## config.mk

```make
export PLATFORM = sky130hd
export DESIGN_NAME = output_line_buffer
export DESIGN_NICKNAME = d
export VERILOG_FILES = /design/src/rtl/output_line_buffer_pkg.sv /design/src/rtl/output_line_buffer_fifo.sv /design/src/rtl/output_line_buffer.sv
export SDC_FILE = /design/constraint.sdc
export NUM_CORES = 2
export LEC_CHECK = 0
export ABC_AREA = 1
export BUFFER_PORTS_ARGS = -buffer_cell sky130_fd_sc_hd__buf_4
export CAP_MARGIN = 20
export CORE_ASPECT_RATIO = 0.7
export CORE_MARGIN = 2
export CORE_UTILIZATION = 45
export DETAILED_ROUTE_END_ITERATION = 6
export PLACE_DENSITY_LB_ADDON = 0.25
export SLEW_MARGIN = 20
export SYNTH_ARGS = -nofsm -noshare
export SYNTH_HDL_FRONTEND = slang
export SYNTH_HIERARCHICAL = 1
export SYNTH_SLANG_ARGS = --single-unit
```

## constraint.sdc

```tcl
create_clock -name clk -period 8.9 [get_ports clk]
set_clock_uncertainty 0.05 [all_clocks]
set_input_delay 2.225 -clock clk [delete_from_list [all_inputs] [get_ports clk]]
set_output_delay 2.225 -clock clk [all_outputs]
set_load 0.02 [all_outputs]
```

## src/rtl/output_line_buffer_pkg.sv

```systemverilog
// ----------------------------------------------------------------------------
// output_line_buffer_pkg
//   Shared definitions for the conv2d output line buffer: row-pass FSM states,
//   default geometry / number-format constants, and saturation bound helpers
//   expressed as functions of the output pixel width.
//   No ports (package).
// ----------------------------------------------------------------------------
package output_line_buffer_pkg;

    localparam int OLB_MAX_IMAGE_SIZE = 128;
    localparam int OLB_DATA_WIDTH     = 16;
    localparam int OLB_ACC_WIDTH      = 32;
    localparam int OLB_FRAC_SHIFT     = 8;

    // Output FIFO depth; the skid FIFO pointer logic is written for exactly 2.
    localparam int OLB_FIFO_DEPTH     = 2;

    typedef enum logic {
        S_ROW     = 1'b0,   // accepting conv results for the current row pass
        S_ROW_END = 1'b1    // one bubble cycle: Done_1row pulse, column rewind
    } olb_state_e;

    // Largest representable signed value of a dw-bit output pixel.
    function automatic longint sat_max(input int dw);
        return (longint'(1) <<< (dw - 1)) - longint'(1);
    endfunction

    // Smallest representable signed value of a dw-bit output pixel.
    function automatic longint sat_min(input int dw);
        return -(longint'(1) <<< (dw - 1));
    endfunction

endpackage

```

## src/rtl/output_line_buffer_fifo.sv

```systemverilog
// ----------------------------------------------------------------------------
// output_line_buffer_fifo
//   Two-entry skid FIFO feeding the AXI4-Stream master port. Push and pop in
//   the same cycle are allowed even when full: the slot being popped is the
//   slot being overwritten, so the head read and the new write never clash.
//   Ports:
//     clk, rst        clock, synchronous active-high reset (empties FIFO)
//     push/push_data  write one entry (caller guarantees space or a pop)
//     count           current occupancy 0..2
//     out_valid/out_data/out_ready  head entry with valid/ready handshake
// ----------------------------------------------------------------------------
module output_line_buffer_fifo
    import output_line_buffer_pkg::*;
#(
    parameter int W = 17
) (
    input  logic         clk,
    input  logic         rst,
    input  logic         push,
    input  logic [W-1:0] push_data,
    output logic [1:0]   count,
    output logic         out_valid,
    output logic [W-1:0] out_data,
    input  logic         out_ready
);

    logic [W-1:0] mem_q [OLB_FIFO_DEPTH];
    logic [W-1:0] mem_d [OLB_FIFO_DEPTH];
    logic         wr_ptr_q, wr_ptr_d;
    logic         rd_ptr_q, rd_ptr_d;
    logic [1:0]   count_q, count_d;
    logic         pop;
    logic         push_ok;

    assign out_valid = (count_q != 2'd0);
    assign out_data  = mem_q[rd_ptr_q];
    assign count     = count_q;
    assign pop       = out_valid && out_ready;
    // Drop a push that would overflow; upstream gating should never cause one.
    assign push_ok   = push && ((count_q != 2'(OLB_FIFO_DEPTH)) || pop);

    always_comb begin
        mem_d    = mem_q;
        wr_ptr_d = wr_ptr_q;
        rd_ptr_d = rd_ptr_q;
        count_d  = count_q + {1'b0, push_ok} - {1'b0, pop};
        if (push_ok) begin
            mem_d[wr_ptr_q] = push_data;
            wr_ptr_d        = ~wr_ptr_q;
        end
        if (pop) begin
            rd_ptr_d = ~rd_ptr_q;
        end
    end

    always_ff @(posedge clk) begin
        if (rst) begin
            // Entries cleared so tdata reads as zero out of reset.
            mem_q    <= '{default: '0};
            wr_ptr_q <= 1'b0;
            rd_ptr_q <= 1'b0;
            count_q  <= 2'd0;
        end else begin
            mem_q    <= mem_d;
            wr_ptr_q <= wr_ptr_d;
            rd_ptr_q <= rd_ptr_d;
            count_q  <= count_d;
        end
    end

endmodule

```

## src/rtl/output_line_buffer.sv

```systemverilog
// ----------------------------------------------------------------------------
// output_line_buffer
//   Output side of the conv2d datapath. Per-pixel partial sums from the MAC
//   array are accumulated across input channels in a one-row buffer. On the
//   final channel pass each pixel is requantized (arithmetic shift right by
//   FRAC_SHIFT, saturate to DATA_WIDTH) and streamed out as AXI4-Stream.
//
//   Optional feature macro: OUTPUT_RELU_EN
//     defined   -> negative sums are clamped to 0 before shift/saturation
//     undefined -> signed pass-through, negative pixels are emitted
//
//   Ports:
//     clk, Reset          clock, synchronous active-high reset
//     IMAGE_SIZE          row length and row count (3..MAX_IMAGE_SIZE)
//     first_channel       pass is channel 0: overwrite instead of accumulate
//     last_channel        pass is final channel: emit instead of store
//     conv_result/valid   signed partial sum from MAC array
//     conv_ready          result accepted this cycle when also valid
//     Done_1row           one-cycle pulse after a row pass completes
//     m_axis_*            AXI4-Stream master (tdata, tvalid, tlast, tready)
// ----------------------------------------------------------------------------
module output_line_buffer
    import output_line_buffer_pkg::*;
#(
    parameter int DATA_WIDTH     = OLB_DATA_WIDTH,
    parameter int ACC_WIDTH      = OLB_ACC_WIDTH,
    parameter int MAX_IMAGE_SIZE = OLB_MAX_IMAGE_SIZE,
    parameter int FRAC_SHIFT     = OLB_FRAC_SHIFT
) (
    input  logic                        clk,
    input  logic                        Reset,
    input  logic [7:0]                  IMAGE_SIZE,
    input  logic                        first_channel,
    input  logic                        last_channel,
    input  logic signed [ACC_WIDTH-1:0] conv_result,
    input  logic                        conv_valid,
    output logic                        conv_ready,
    output logic                        Done_1row,
    output logic [DATA_WIDTH-1:0]       m_axis_tdata,
    output logic                        m_axis_tvalid,
    output logic                        m_axis_tlast,
    input  logic                        m_axis_tready
);

    // IMAGE_SIZE is 8 bits, so the column address never needs more than that.
    localparam int ADDR_W = $clog2(MAX_IMAGE_SIZE);

    localparam logic signed [ACC_WIDTH-1:0] Q_MAX = ACC_WIDTH'(sat_max(DATA_WIDTH));
    localparam logic signed [ACC_WIDTH-1:0] Q_MIN = ACC_WIDTH'(sat_min(DATA_WIDTH));

    olb_state_e state_q, state_d;
    logic [7:0] col_q, col_d;
    logic [7:0] row_q, row_d;

    logic signed [ACC_WIDTH-1:0] rowbuf_q [MAX_IMAGE_SIZE];
    logic                        rowbuf_we;
    logic [ADDR_W-1:0]           rowbuf_addr;
    logic signed [ACC_WIDTH-1:0] rowbuf_d;

    logic                        accept;
    logic                        last_col;
    logic                        last_row;
    logic signed [ACC_WIDTH-1:0] sum;
    logic signed [ACC_WIDTH-1:0] q_in;
    logic signed [ACC_WIDTH-1:0] shifted;
    logic [DATA_WIDTH-1:0]       qdata;

    logic                        fifo_push;
    logic                        fifo_push_tlast;
    logic [1:0]                  fifo_count;
    logic [DATA_WIDTH:0]         fifo_out;

    // ------------------------------------------------------------------
    // Flow control. Only the emitting pass depends on FIFO space; a full
    // FIFO still accepts when the head leaves in the same cycle.
    // ------------------------------------------------------------------
    always_comb begin
        conv_ready = (state_q == S_ROW) &&
                     (!last_channel || (fifo_count < 2'd2) ||
                      ((fifo_count == 2'd2) && m_axis_tready));
    end

    assign accept      = conv_valid && conv_ready;
    assign last_col    = (col_q == (IMAGE_SIZE - 8'd1));
    assign last_row    = (row_q == (IMAGE_SIZE - 8'd1));
    assign rowbuf_addr = col_q[ADDR_W-1:0];

    // ------------------------------------------------------------------
    // Accumulate and requantize. Accumulation wraps in ACC_WIDTH; only the
    // emitted value is saturated.
    // ------------------------------------------------------------------
    always_comb begin
        sum = first_channel ? conv_result : (rowbuf_q[rowbuf_addr] + conv_result);

        q_in = sum;
`ifdef OUTPUT_RELU_EN
        if (sum < 0) begin
            q_in = '0;
        end
`endif
        shifted = q_in >>> FRAC_SHIFT;

        if (shifted > Q_MAX) begin
            qdata = Q_MAX[DATA_WIDTH-1:0];
        end else if (shifted < Q_MIN) begin
            qdata = Q_MIN[DATA_WIDTH-1:0];
        end else begin
            qdata = shifted[DATA_WIDTH-1:0];
        end
    end

    // ------------------------------------------------------------------
    // Row-pass FSM with column/row counters.
    // ------------------------------------------------------------------
    always_comb begin
        state_d         = state_q;
        col_d           = col_q;
        row_d           = row_q;
        Done_1row       = 1'b0;
        rowbuf_we       = 1'b0;
        rowbuf_d        = sum;
        fifo_push       = 1'b0;
        fifo_push_tlast = 1'b0;

        case (state_q)
            S_ROW: begin
                if (accept) begin
                    if (last_channel) begin
                        fifo_push       = 1'b1;
                        fifo_push_tlast = last_col && last_row;
                    end else begin
                        rowbuf_we = 1'b1;
                    end

                    if (last_col) begin
                        // Column is rewound in the bubble cycle that follows.
                        state_d = S_ROW_END;
                        if (last_channel) begin
                            row_d = last_row ? 8'd0 : (row_q + 8'd1);
                        end
                    end else begin
                        col_d = col_q + 8'd1;
                    end
                end
            end

            S_ROW_END: begin
                Done_1row = 1'b1;
                col_d     = 8'd0;
                state_d   = S_ROW;
            end

            default: begin
                state_d = S_ROW;
                col_d   = 8'd0;
            end
        endcase
    end

    always_ff @(posedge clk) begin
        if (Reset) begin
            state_q <= S_ROW;
            col_q   <= 8'd0;
            row_q   <= 8'd0;
        end else begin
            state_q <= state_d;
            col_q   <= col_d;
            row_q   <= row_d;
        end
    end

    // Row buffer has no reset: channel 0 always overwrites before any read.
    always_ff @(posedge clk) begin
        if (rowbuf_we) begin
            rowbuf_q[rowbuf_addr] <= rowbuf_d;
        end
    end

    // ------------------------------------------------------------------
    // Output FIFO; tlast travels with the pixel in the top bit.
    // ------------------------------------------------------------------
    output_line_buffer_fifo #(
        .W (DATA_WIDTH + 1)
    ) u_fifo (
        .clk       (clk),
        .rst       (Reset),
        .push      (fifo_push),
        .push_data ({fifo_push_tlast, qdata}),
        .count     (fifo_count),
        .out_valid (m_axis_tvalid),
        .out_data  (fifo_out),
        .out_ready (m_axis_tready)
    );

    assign m_axis_tdata = fifo_out[DATA_WIDTH-1:0];
    assign m_axis_tlast = fifo_out[DATA_WIDTH];

endmodule

```

==> flow_summary_export.csv <==
group,metric,value,unit
status,status,"finished, violations left",
status,violations,"DRC",
synthesis,yosysTopAreaCell,"edfxtp_1",
synthesis,synth_top_area_share,73.9,%
setup_path,crit_path_end_kind,"register",
layout,synthToLayoutAreaGrowth,11.5,%
layout,nFillCells,31325,
drt,dr.pass1.iters,7,
drt,via_per_inst,6.15,
drt,vias,112202,
timing,hold_violations,0,
clocking,ctsHoldBuffers,0,
synthesis,synth_ff_type,"edfxtp_1",
synthesis,synth_commonest_cells,"edfxtp_1 (4096), nor2_1 (2660), o21ai_0 (2239)",
timing,max_freq,134,MHz
timing,finalCriticalPeriod,7.44,ns
layout,multi_input_area,0.0383,mm^2
drt,ant_nets,0,
clocking,clk_latency,0.95,ns
setup_path,worstPathCellList,"inv_16 > buf_12 > o21ai_0 > o22ai_1 > o21ai_0 > o22ai_1 > nor2_1 > o22ai_1 > nand2_1 > nand2_1 > ha_1 > nand2_1 > inv_1 > a21oi_1 > o21ai_0 > a31oi_1 > xnor2_1 > mux2i_1 > inv_4 > buf_4",
clocking,cts-resized-gates,0,
global_route,grt_pass1_wl,746,mm
synthesis,async_flop_share,0,%
setup_path,path_class,"register to register",
placed_design,portBuffers,65,
die,core-area,0.367,mm^2
global_route,grt_antenna_before_repair,17,
layout,final_util,50.5,%
synthesis,ys_seq_area_share,74.7,%
setup_path,worstPathArrival,8.08,ns
clocking,cts_setup_buffers,0,
drt,drtIter0Drc,17836,
clocking,cts-root-buf,"clkbuf_16",
die,die_y,513,um
placed_design,dp_slack,1.60,ns
synthesis,synth_cell_types,45,
synthesis,synth.area.top_cells,"edfxtp_1 (74%), o21ai_0 (6.7%), nor2_1 (6.0%)",
die,die-area,0.375,mm^2
global_route,grt_pass1_vias,101031,
clocking,htreeDepth,5,
setup_path,cp_slowest_stage_delay,0.96,ns
timing,min_period_over_period,83.5,%
placed_design,place_congestion,0.926,
die,die_width,731,um
global_route,grt_overflow,0,
pwr,powerDensity,248,mW/mm^2
worst_hold_path,hp-class,"register to register",
setup_path,required,9.54,ns
pwr,vdd_drop_max,0.233,mV
die,io_pins,66,
timing,slew_viol_final,0,
timing,tightest_slew,1.25,ns
synthesis,netlist_area,0.166,mm^2
pwr,leakage,59.7,nW
global_route,grtUsageTotal,27.3,%
flow_run,maxCapViolCount,0,
die,rows,186,
synthesis,post-synth-top-count-cell,"edfxtp_1",
setup_path,crit_fanout,145,
synthesis,synth-edff-count,4096,
drt,drc,2,
synthesis,syn-num-nets,13261,
layout,nets,13152,
drt,wl,527,mm
timing,fin_ws,1.46,ns
setup_path,cp-start-kind,"register",
clocking,cts.clk_slew.worst_paths,0.06,ns
layout,drive_above_1_share,8.66,%
clocking,cts_buffers,378,
global_route,grt_start_max_net_pins,191,
synthesis,synth_seq_cells,4158,
drt,wire_per_inst,28.8,um
worst_hold_path,hold_start,"row_q[4]$_SDFFE_PP0P_",
placed_design,hpwl,282,mm
setup_path,crit_slowest_cell,"dfxtp_4",
synthesis,yosysWarnings,6,
synthesis,syn-instance-count,13178,
clocking,cts_sinks,4158,
timing,slew_headroom,16.0,%
timing,rsz0062_at_grt,"no",
timing,finalSetupViolCount,0,
clocking,clockBufferDepth,4,
layout,seq_area,0.124,mm^2
die,start_util,45.3,%
synthesis,avgSynthCellArea,12.6,um^2
clocking,tritoncts,"built",
timing,tns,0,ns
[per-stage QoR]
stage          total power, mW  cells  hold slack [ns]  cell area, um^2
2_1_floorplan             27.6  13178            0.408           166000
3_3_place_gp              30.3  17571            0.422           174000
3_5_place_dp              30.4  17572            0.420           174000
4_1_cts                   46.0  18247            0.430           186000
5_1_grt                   47.4  18252            0.467           186000
6_report                  46.0  18258            0.433           186000
[cell families (layout without fill, tap and decap cells)]
group | after synthesis | in the layout | synth area share, %
other | 0 | 6 | 0
muxes | 4 | 4 | 0.0241
xor gates and xnor gates | 28 | 28 | 0.147
buffers and inverters | 1155 | 1341 | 3.02
AOI/OAI and AO/OA | 3860 | 3860 | 12.6
and+or+nand+nor | 3936 | 3936 | 9.30
adders and majority gates | 37 | 37 | 0.283
DFF | 4158 | 4158 | 74.7
[placed cells by master, fill, tap and decap left out, types with 9 or more instances in the layout]
cell type,n
nor2_4,126
nand2_1,821
xor2_1,19
ha_1,36
bufinv_16,24
nor2_1,2533
nand3_1,315
nand2_4,13
nor3_1,37
o21ai_1,249
buf_12,81
inv_6,9
xnor2_1,9
nand4_1,51
inv_1,192
a21oi_1,125
buf_4,366
dfxtp_1,56
o21ai_0,2233
clkbuf_1,76
inv_4,14
o22ai_1,1221
clkinv_1,95
edfxtp_1,4096
or2_2,10
o31ai_1,9
clkbuf_16,382
clkinv_2,68
[per-layer routing]
layer / vias to the layer above / wire (um) / track usage, %
li1: 48472 / - / -
met1: 56086 / 222000 / 42.0
met2: 6817 / 220000 / 38.1
met3: 825 / 69800 / 6.88
met4: 2 / 15600 / 7.57
met5: - / 13 / 0
[final cells by class]
class                      instances  area share, %
sequential                      4158           66.9
multi-input combinational       7865           20.6
clock buffer                     462           5.33
tap                             4888           3.29
timing repair buffer             450           2.39
clock inverter                   213          0.923
inverter                         216          0.484
antenna                            6        0.00809
[critical path: cells and delay by family, from the launching register on]
| family | cells | cell delay (ns) |
|---|---|---|
| buf+inv | 5 | 2.04 |
| xor+xnor | 1 | 0.14 |
| mux | 1 | 0.12 |
| simple gates | 4 | 1.43 |
| compound gates | 8 | 1.65 |
| fa+ha+maj | 1 | 0.37 |
| flops | 1 | 0.96 |
[state kept, by name, indices dropped and copies added, names as in the netlist, named ones only]
| signal | flops |
|---|---|
| state_q | 1 |
| col_q | 8 |
| row_q | 8 |
| u_fifo/count | 2 |
| rowbuf_q | 4096 |
| u_fifo/mem_q | 34 |
| u_fifo/wr_ptr_q | 1 |
| u_fifo/rd_ptr_q | 1 |
[worst paths after layout]
path / end / cells after the start / slack [ns]
max: rowbuf_q[50][21]$_DFFE_PP_ / 20 / 1.46
min: row_q[4]$_SDFFE_PP0P_ / 2 / 0.43
max reg2reg: rowbuf_q[50][21]$_DFFE_PP_ / 20 / 1.46
min reg2reg: row_q[4]$_SDFFE_PP0P_ / 2 / 0.43
[power breakdown]
group          leakage [nW]  total (mW)  internal, mW  switching [mW]
registers              37.3        23.0          23.0          0.0536
clock network          5.69        15.9          8.61            7.26
logic                  16.6        7.09          1.62            5.47
total                  59.7        46.0          33.2            12.8
No activity file was read; power rests on OpenSTA's default activity.
